### config.mk
export PLATFORM = sky130hd
export DESIGN_NAME = drf_control_unit
export DESIGN_NICKNAME = d
export VERILOG_FILES = /design/src/rtl/drf_isa_pkg.sv /design/src/rtl/drf_instr_decoder.sv /design/src/rtl/drf_control_unit.sv
export SDC_FILE = /design/constraint.sdc
export NUM_CORES = 1
export LEC_CHECK = 0
export CORE_MARGIN = 2
export CORE_UTILIZATION = 45
export CTS_CLUSTER_DIAMETER = 40
export DETAILED_ROUTE_END_ITERATION = 8
export PLACE_DENSITY = 0.86
export SKIP_CTS_REPAIR_TIMING = 1
export SLEW_MARGIN = 0
export SYNTH_ARGS = -nofsm -noshare
export SYNTH_HDL_FRONTEND = slang
export SYNTH_HIERARCHICAL = 1
export SYNTH_SLANG_ARGS = --single-unit
### constraint.sdc
create_clock -name clk -period 2.5 [get_ports clk]
set_input_delay 0.25 -clock clk [delete_from_list [all_inputs] [get_ports clk]]
set_output_delay 0.25 -clock clk [all_outputs]
set_load 0.01 [all_outputs]
### src/rtl/drf_isa_pkg.sv
// ISA definitions shared by the drf control unit and its instruction decoder.
package drf_isa_pkg;

   // Instruction field layout
   localparam int unsigned INSTR_W     = 16;
   localparam int unsigned OPC_MSB     = 15;
   localparam int unsigned OPC_LSB     = 11;
   localparam int unsigned RX_MSB      = 10;
   localparam int unsigned RX_LSB      = 8;
   localparam int unsigned RY_MSB      = 7;
   localparam int unsigned RY_LSB      = 5;
   localparam int unsigned IMM_MSB     = 7;
   localparam int unsigned IMM_LSB     = 0;
   localparam int unsigned IMM_FIELD_W = 8;

   // Opcodes
   localparam logic [4:0] OPC_NOP  = 5'b00000;
   localparam logic [4:0] OPC_MOV  = 5'b00001;
   localparam logic [4:0] OPC_LDI  = 5'b00010;
   localparam logic [4:0] OPC_ADD  = 5'b00100;
   localparam logic [4:0] OPC_SUB  = 5'b00101;
   localparam logic [4:0] OPC_AND  = 5'b00110;
   localparam logic [4:0] OPC_OR   = 5'b00111;
   localparam logic [4:0] OPC_CMP  = 5'b01000;
   localparam logic [4:0] OPC_IN   = 5'b01001;
   localparam logic [4:0] OPC_OUT  = 5'b01010;
   localparam logic [4:0] OPC_JMP  = 5'b10000;
   localparam logic [4:0] OPC_JZ   = 5'b10001;
   localparam logic [4:0] OPC_JNZ  = 5'b10010;
   localparam logic [4:0] OPC_JC   = 5'b10011;
   localparam logic [4:0] OPC_HALT = 5'b11111;

   // Sequencer states
   typedef enum logic [1:0] {
      ST_FETCH   = 2'd0,
      ST_DECODE  = 2'd1,
      ST_EXECUTE = 2'd2,
      ST_HALT    = 2'd3
   } state_e;

   // Source of reg_in_data
   localparam logic [1:0] SEL_ALU  = 2'd0;
   localparam logic [1:0] SEL_IMM  = 2'd1;
   localparam logic [1:0] SEL_PORT = 2'd2;
   localparam logic [1:0] SEL_RY   = 2'd3;

   // ALU operations
   localparam logic [1:0] ALU_ADD = 2'd0;
   localparam logic [1:0] ALU_SUB = 2'd1;
   localparam logic [1:0] ALU_AND = 2'd2;
   localparam logic [1:0] ALU_OR  = 2'd3;

   // Jump conditions
   localparam logic [2:0] JMP_NONE   = 3'd0;
   localparam logic [2:0] JMP_ALWAYS = 3'd1;
   localparam logic [2:0] JMP_Z      = 3'd2;
   localparam logic [2:0] JMP_NZ     = 3'd3;
   localparam logic [2:0] JMP_C      = 3'd4;

endpackage

### src/rtl/drf_instr_decoder.sv
// Combinational decode of the instruction register into field values and intents.
// Intents are raw; the control unit qualifies them with the EXECUTE state.
module drf_instr_decoder
   import drf_isa_pkg::*;
(
   input  logic [15:0] ir,
   output logic [2:0]  rx_sel,
   output logic [2:0]  ry_sel,
   output logic [7:0]  imm,
   output logic [1:0]  reg_in_sel,
   output logic [1:0]  alu_op,
   output logic        reg_wr,
   output logic        flag_wr,
   output logic        port_wr,
   output logic [2:0]  jump_type,
   output logic        is_halt
);

   logic [4:0] opcode_s;

   assign opcode_s = ir[OPC_MSB:OPC_LSB];
   assign rx_sel   = ir[RX_MSB:RX_LSB];
   assign ry_sel   = ir[RY_MSB:RY_LSB];
   assign imm      = ir[IMM_MSB:IMM_LSB];

   // Opcode table: unlisted opcodes fall through to NOP behaviour
   always_comb begin
      reg_in_sel = SEL_ALU;
      alu_op     = ALU_ADD;
      reg_wr     = 1'b0;
      flag_wr    = 1'b0;
      port_wr    = 1'b0;
      jump_type  = JMP_NONE;
      is_halt    = 1'b0;
      case (opcode_s)
         OPC_MOV: begin
            reg_wr     = 1'b1;
            reg_in_sel = SEL_RY;
         end
         OPC_LDI: begin
            reg_wr     = 1'b1;
            reg_in_sel = SEL_IMM;
         end
         OPC_ADD, OPC_SUB, OPC_AND, OPC_OR: begin
            reg_wr     = 1'b1;
            flag_wr    = 1'b1;
            reg_in_sel = SEL_ALU;
            alu_op     = opcode_s[1:0];
         end
         OPC_CMP: begin
            flag_wr = 1'b1;
            alu_op  = ALU_SUB;
         end
         OPC_IN: begin
            reg_wr     = 1'b1;
            reg_in_sel = SEL_PORT;
         end
         OPC_OUT:  port_wr   = 1'b1;
         OPC_JMP:  jump_type = JMP_ALWAYS;
         OPC_JZ:   jump_type = JMP_Z;
         OPC_JNZ:  jump_type = JMP_NZ;
         OPC_JC:   jump_type = JMP_C;
         OPC_HALT: is_halt   = 1'b1;
         default:  is_halt   = 1'b0;
      endcase
   end

endmodule

### src/rtl/drf_control_unit.sv
// Three-cycle FETCH/DECODE/EXECUTE sequencer driving the drf register bank.
module drf_control_unit
   import drf_isa_pkg::*;
#(
   parameter int PC_WIDTH  = 8,
   parameter int IMM_WIDTH = 8
)(
   input  logic                 clk,
   input  logic                 reset,
   output logic [PC_WIDTH-1:0]  pc_out,
   input  logic [15:0]          instruction,
   input  logic [1:0]           flags,
   output logic [2:0]           in_rx_selector,
   output logic [2:0]           in_ry_selector,
   output logic                 reg_write_en,
   output logic [1:0]           reg_in_sel,
   output logic [IMM_WIDTH-1:0] imm,
   output logic [1:0]           alu_op,
   output logic                 flags_write_en,
   output logic                 port_write_en,
   output logic                 halted
);

   state_e                          state_q, state_d;
   logic [PC_WIDTH-1:0]             pc_q, pc_d;
   logic [15:0]                     ir_q, ir_d;

   logic [IMM_FIELD_W-1:0]          dec_imm_s;
   logic                            dec_reg_wr_s, dec_flag_wr_s, dec_port_wr_s, dec_halt_s;
   logic [2:0]                      dec_jump_s;
   logic                            jump_taken_s, in_execute_s;
   logic [PC_WIDTH+IMM_FIELD_W-1:0] tgt_wide_s;
   logic [IMM_WIDTH+IMM_FIELD_W-1:0] imm_wide_s;
   logic [PC_WIDTH-1:0]             jump_target_s;

   drf_instr_decoder u_dec (
      .ir         (ir_q),
      .rx_sel     (in_rx_selector),
      .ry_sel     (in_ry_selector),
      .imm        (dec_imm_s),
      .reg_in_sel (reg_in_sel),
      .alu_op     (alu_op),
      .reg_wr     (dec_reg_wr_s),
      .flag_wr    (dec_flag_wr_s),
      .port_wr    (dec_port_wr_s),
      .jump_type  (dec_jump_s),
      .is_halt    (dec_halt_s)
   );

   // Zero-extend then truncate the 8-bit immediate to the PC and imm port widths
   assign tgt_wide_s    = {{PC_WIDTH{1'b0}}, dec_imm_s};
   assign jump_target_s = tgt_wide_s[PC_WIDTH-1:0];
   assign imm_wide_s    = {{IMM_WIDTH{1'b0}}, dec_imm_s};
   assign imm           = imm_wide_s[IMM_WIDTH-1:0];

   // Branch resolution against the live flags ({C, Z}) seen during EXECUTE
   always_comb begin
      case (dec_jump_s)
         JMP_ALWAYS: jump_taken_s = 1'b1;
         JMP_Z:      jump_taken_s = flags[0];
         JMP_NZ:     jump_taken_s = ~flags[0];
         JMP_C:      jump_taken_s = flags[1];
         default:    jump_taken_s = 1'b0;
      endcase
   end

   // Next-state, next-PC and IR capture for the three-phase sequence
   always_comb begin
      state_d = state_q;
      pc_d    = pc_q;
      ir_d    = ir_q;
      case (state_q)
         ST_FETCH: state_d = ST_DECODE;
         ST_DECODE: begin
            ir_d    = instruction;
            state_d = ST_EXECUTE;
         end
         ST_EXECUTE: begin
            if (jump_taken_s) begin
               pc_d = jump_target_s;
            end else begin
               pc_d = pc_q + {{(PC_WIDTH-1){1'b0}}, 1'b1};
            end
            state_d = dec_halt_s ? ST_HALT : ST_FETCH;
         end
         ST_HALT: state_d = ST_HALT;
         default: state_d = ST_FETCH;
      endcase
   end

   // Sequencer registers; reset overrides any pending update
   always_ff @(posedge clk) begin
      if (reset) begin
         state_q <= ST_FETCH;
         pc_q    <= {PC_WIDTH{1'b0}};
         ir_q    <= 16'h0000;
      end else begin
         state_q <= state_d;
         pc_q    <= pc_d;
         ir_q    <= ir_d;
      end
   end

   // Strobes are live only in EXECUTE and are killed by a coincident reset
   assign in_execute_s   = (state_q == ST_EXECUTE) && !reset;
   assign reg_write_en   = dec_reg_wr_s  && in_execute_s;
   assign flags_write_en = dec_flag_wr_s && in_execute_s;
   assign port_write_en  = dec_port_wr_s && in_execute_s;
   assign halted         = (state_q == ST_HALT);
   assign pc_out         = pc_q;

endmodule

==> results.txt, run 1 <==
----------------------------------------------------
[Placed design]
  Count of placed standard cells including taps ... 260
  Final GP Congestion ... 0.848
  Detailed-placement wirelength estimate ... 2250 µm
  Quantity of I/O buffers inserted on ports ... 49

[Clock network]
  H-tree Lvls ... 1
  Total clock sinks ... 26
  Root buffer cell ... clkbuf_4
  Clock tree from TritonCTS ... built
  Insertion delay to the later sink of the worst-skew pair ... 320 ps
  Maximum count of clock buffers along a single path ... 2
  Clock transition at the register clock pins on the worst setup and hold paths after CTS ... 140 ps
  CTS buffer count ... 3

[Timing]
  Final hold violations ... 0
  RSZ-0062 raised after global routing ... no
  Minimum clock period ... 2310 ps
  Worst hold margin ... 456 ps
  Max-slew violation count ... 0
  Share of the clock period used by the worst path after layout ... 92.4%
  Finish-stage setup viols ... 0
  Tightest slew margin relative to the limit ... 60.2%
  Measured slew at the worst slew-check pin ... 596 ps
  FMAX ... 433 MHz
  Fin Setup TNS ... 0 ps
  Fin Clk Skew ... 5.72 ps

[Die]
  Area of the die ... 0.00368 mm²
  Floorplan die width ... 60.7 µm
  Placeable core region ... 0.00305 mm²
  Die H ... 60.7 µm
  Starting utilization of the core area ... 47.4%
  Placement Rows ... 20
  Top-Level Pins ... 50

[Route]
  First-pass DRT Iterations ... 6
  Initial detailed-routing violation count ... 23
  Routed vias ... 1339
  Routed wire length per instance ... 11.6 µm
  Antenna Violating Nets Remaining ... 0
  Average via count per standard cell ... 5.07
  Count of unresolved DRC violations after routing ... 0
  Routed Wire Length ... 3060 µm

[Yosys]
  Post-synthesis sequential element count ... 26
  Gate count after technology mapping ... 190
  Most common flop cell mapped by yosys ... dfxtp_1
  Netlist cell types ... 39
  Post-synth EDFFs ... 0
  Synthesized area per cell ... 7.61 µm²
  Sequential cell area fraction in the yosys report ... 36.0%
  Share of synthesized registers carrying an async set or reset ... 0%
  Combined area of all synthesized cells ... 0.00145 mm²
  Post-Syn Nets ... 211
  Synth Warn # ... 6
  Synth top area cells ... dfxtp_1 36%, nand2_1 10%, buf_4 8.3%
  Dominant cell type by area after synthesis ... dfxtp_1
  Area fraction of the dominant cell type after synthesis ... 36.0%

[GRT]
  Met3 capacity usage during global routing ... 1.92%
  First-pass GRT wire length ... 4910 µm
  Total congestion overflow ... 0
  Met1 track demand over resource ... 24.2%
  Initial antenna violation count ... 0
  Vias in the first global route ... 1113
  Layer with the highest usage ... met2
  Overall track demand over capacity in global routing ... 17.5%
  Global routing usage on met2 ... 27.5%
  Largest net degree at the start of global routing ... 28

[Worst setup path]
  Required @ worst endpoint ... 2250 ps
  Number of cells traversed by the worst register-to-register path ... 7
  Crit path kind ... flop to output port
  Sort of element at the start of the critical path ... flop
  Critical Path Sink Type ... output port
  Worst-case register-to-register setup slack ... 410 ps
  Worst reg2reg endpoint ... pc_out[4]
  Critical path peak fanout ... 9
  Critical R2R Launch ... ir_q[15]
  Worst setup path start ... ir_q[14]
  Capturing instance or port of the critical path ... flags_write_en
  Data arrival at the endpoint of the critical path ... 2060 ps

[Finish]
  Post-route insts no fill ... 264
  Leading cell type in the layout, fill and taps excluded ... clkdlybuf4s50_1
  Antenna diode count ... 0
  Fill cell count ... 294
  Proportion of layout cells with a drive suffix above 1 ... 6.36%
  Most frequent cells in the layout ... 49 x clkdlybuf4s50_1, 40 x nand2_1, 26 x dfxtp_1, 20 x a21oi_1, 14 x nor2_1
  # nets final ... 242
  Relative area change from synthesis to final layout ... 30.4%

[Power and ir drop]
  Largest voltage drop on the vdd net ... 278 µV
  Power density relative to cell area ... 467 mW/mm²
  Static leakage ... 0.000654 µW

[Hold path]
  Worst Hold Class ... input port to flop

[Run]
  Max-cap viol count ... 0

[Status]
  Result of the run ... finished, final reports clean

----------------------------------------------------
worst max-delay path: stages (launching register included):
cell             delay [ps]
dfxtp_1                 480
or4b_4                  510
a21oi_2                 110
and2_1                  120
clkdlybuf4s50_1         520
metrics by stage:
step	util [%]	power (µW)	instance area [µm²]	worst slack [ps]
3_3_place_gp	60.6	675	1850	561
3_5_place_dp	60.6	679	1850	445
6_report	61.8	881	1890	189
5_1_grt	61.8	925	1890	69.8
4_1_cts	61.8	889	1890	179
2_1_floorplan	-	603	1450	759
area by class of cell:
type                       instances  area [µm²]  area share (%)
multi-input combinational        134         746            39.5
sequential                        26         520            27.6
inverter                           4        15.0           0.796
timing repair buffer              52         513            27.2
tap                               44        55.1            2.92
clock buffer                       4        36.3            1.92
registers in the layout, summed over array words and instances (netlist names):
| name | flops |
|---|---|
| pc_out | 8 |
| state_q | 2 |
| ir_q | 16 |
cells by family after synthesis:
family	synth area share [%]
AO/OA/AOI/OAI	16.4
XOR/XNOR	0.606
adder cells (fa/ha/maj)	0.865
buffers and inverters	12.5
flip-flops	36.0
multiplexers	2.08
AND/OR/NAND/NOR	31.6
routing by layer:
layer	up-vias	wire (µm)	share of wire, %
li1	693	-	-
met1	610	1480	48
met2	34	1400	46
met3	2	133	4.3
met4	0	40	1.3
met5	-	0	0
synthesized netlist by cell type (all sizes together), types with 3 or more instances:
| library cell | number |
|---|---|
| a21oi | 22 |
| a31oi | 4 |
| and2 | 4 |
| buf | 17 |
| clkbuf | 9 |
| dfxtp | 26 |
| inv | 4 |
| mux2i | 3 |
| nand2 | 40 |
| nand2b | 5 |
| nand3 | 7 |
| nor2 | 14 |
| nor2b | 4 |
| nor3 | 3 |
| o32ai | 3 |
where the power goes:
| group | total, µW | switching, µW | internal (µW) | leakage, µW |
|---|---|---|---|---|
| Clock | 211 | 122 | 89.0 | 0.0000210 |
| Combinational | 199 | 89.9 | 109 | 0.000421 |
| Sequential | 471 | 31.5 | 439 | 0.000212 |
| Total | 881 | 244 | 637 | 0.000654 |
worst min path at each step:
stage                          from       end  cells after the start
floorplan            instruction[0]   ir_q[0]                      2
global placement           ir_q[10]  ir_q[10]                      2
detailed placement         ir_q[10]  ir_q[10]                      2
CTS                  instruction[4]   ir_q[4]                      3
global route        instruction[13]  ir_q[13]                      3
finish               instruction[4]   ir_q[4]                      3
Power figures use the tool's default switching activity.
==> run 2, diff against run 1 <==
--- a/config.mk
+++ b/config.mk
@@ -5,6 +5,7 @@
 export SDC_FILE = /design/constraint.sdc
 export NUM_CORES = 1
 export LEC_CHECK = 0
+export CAP_MARGIN = 20
 export CORE_MARGIN = 2
 export CORE_UTILIZATION = 45
 export CTS_CLUSTER_DIAMETER = 40
==> results of run 2 <==
Same layout as run 1: the final DEF is identical, and so are final timing and power.
==> variant, RTL diff (config.mk and constraints of run 1) <==
Change the parameter `IMM_WIDTH` from 8 to 9.
--- a/src/rtl/drf_control_unit.sv
+++ b/src/rtl/drf_control_unit.sv
@@ -5,3 +5,3 @@
    parameter int PC_WIDTH  = 8,
-   parameter int IMM_WIDTH = 8
+   parameter int IMM_WIDTH = 9
 )(
Ports: changed (resized imm); port bits go from 50 to 51. The function was not compared with the original's and may differ.
==> variant against run 1 <==
- setup slack lost 0.023 ns
- count of clock-buffer cells in the layout unchanged
- clock power rose by 3%
- area after synthesis increased by 0.78%
- first-iteration DRC count increased to 3.2 times the old value
- register-to-register slack better by 0.04 ns
- routed wire length down 0.72%
- sequential cell count did not move
- final area rose by 0.20%
- critical endpoint unchanged
- critical path depth did not move
- power increased by 0.75%
- highest routed layer unchanged
==> variant: results (changes against run 1) <==
[worst_hold_path]
holdPathEnd = ir_q[5]
hold_start = instruction[5]

[global_route]
grt_pass1_vias = 1093  ; -1.8%
grt_first_pass_wirelength_um = 4850  ; -1.3%
grtUsageMet3 = 0.0277  ; +0.00853
grt_usage = 0.175  ; +0.000725
use_met1 = 0.229  ; -0.0137

[cells_and_area]
layout-drive-gt1-share = 0.0633  ; -0.000288
instances_no_fill = 265  ; +0.38%
clk_share = 0.0192  ; -0.0000382
finalNetCount = 243  ; +0.41%
buf_share = 0.272  ; -0.000540
multi_input_area_sq_um = 749  ; +0.50%
nFillCells = 291  ; -1.0%

[yosys]
synth_area_per_cell_sq_um = 7.59  ; -0.27%
synth_compound_gate_area_share = 0.163  ; -0.00127
synth-adder-area-share = 0.00858  ; -0.0000668
synth_xor_area_frac = 0.00601  ; -0.0000468
synth_common_cells = 40 x nand2_1, 26 x dfxtp_1, 20 x a21oi_1, 17 x buf_4, 14 x nor2_1
netlist_top_cells_area = dfxtp_1 36%, nand2_1 10%, buf_4 8.8%
synth_cell_types = 40  ; +2.6%

[route]
met2_length_um = 1440  ; +2.8%
drtPass1Iterations = 4  ; -2
wl_met3_um = 120  ; -9.8%
post_drt_wl_per_cell_um = 11.5  ; -1.1%
drtIter0Drc = 73  ; +220%
drt-met1-wl_um = 1420  ; -4.4%
vias = 1344  ; +0.37%

[power_and_ir_drop]
leakage_nw = 0.657  ; +0.50%
ir_drop_uv = 284  ; +2.1%
netSwitchingPower_mw = 0.250  ; +2.6%

[place]
routabilityCongestion = 0.836  ; -1.5%
post_dp_cell_area_sq_um = 1850  ; +0.20%
pre_cts_ws_ns = 0.452  ; +0.00789 ns
post-dp-hpwl_um = 2240  ; -0.34%

[sta]
worst_hold_slack_ns = 0.441  ; -0.0150 ns
clock_skew_ns = 0.00454  ; -0.00118 ns
slew_headroom = 0.600  ; -0.00228

[worst_setup_path]
crit-reg2reg-capture = pc_out[4]
arrival_ns = 2.08  ; +0.02 ns

[outcome]
outcome = finished, final reports clean

[die]
die_area_sq_um = 3710  ; +0.73%

-- variant: power groups by stage --
stage | Clock [mW] | Sequential (mW) | Combinational [mW]
final | 0.218 | 0.471 | 0.199
after global routing | 0.232 | 0.476 | 0.218
after CTS | 0.221 | 0.471 | 0.200
after detailed placement | 0 | 0.480 | 0.199
after global placement | 0 | 0.478 | 0.196
after floorplan | 0 | 0.469 | 0.136
-- variant: worst max-delay path by stage --
stage | from | endpoint | slack (ns)
finish | ir_q[14] | flags_write_en | 0.17
global route | ir_q[14] | flags_write_en | 0.06
CTS | ir_q[14] | flags_write_en | 0.17
detailed placement | ir_q[15] | pc_out[5] | 0.45
global placement | ir_q[15] | pc_out[3] | 0.55
floorplan | ir_q[13] | pc_out[4] | 0.76
-- variant: through the flow --
stage	util	total power [mW]
floorplan	-	0.605
global placement	0.602	0.675
detailed placement	0.602	0.679
CTS	0.614	0.892
global route	0.614	0.926
finish	0.614	0.888
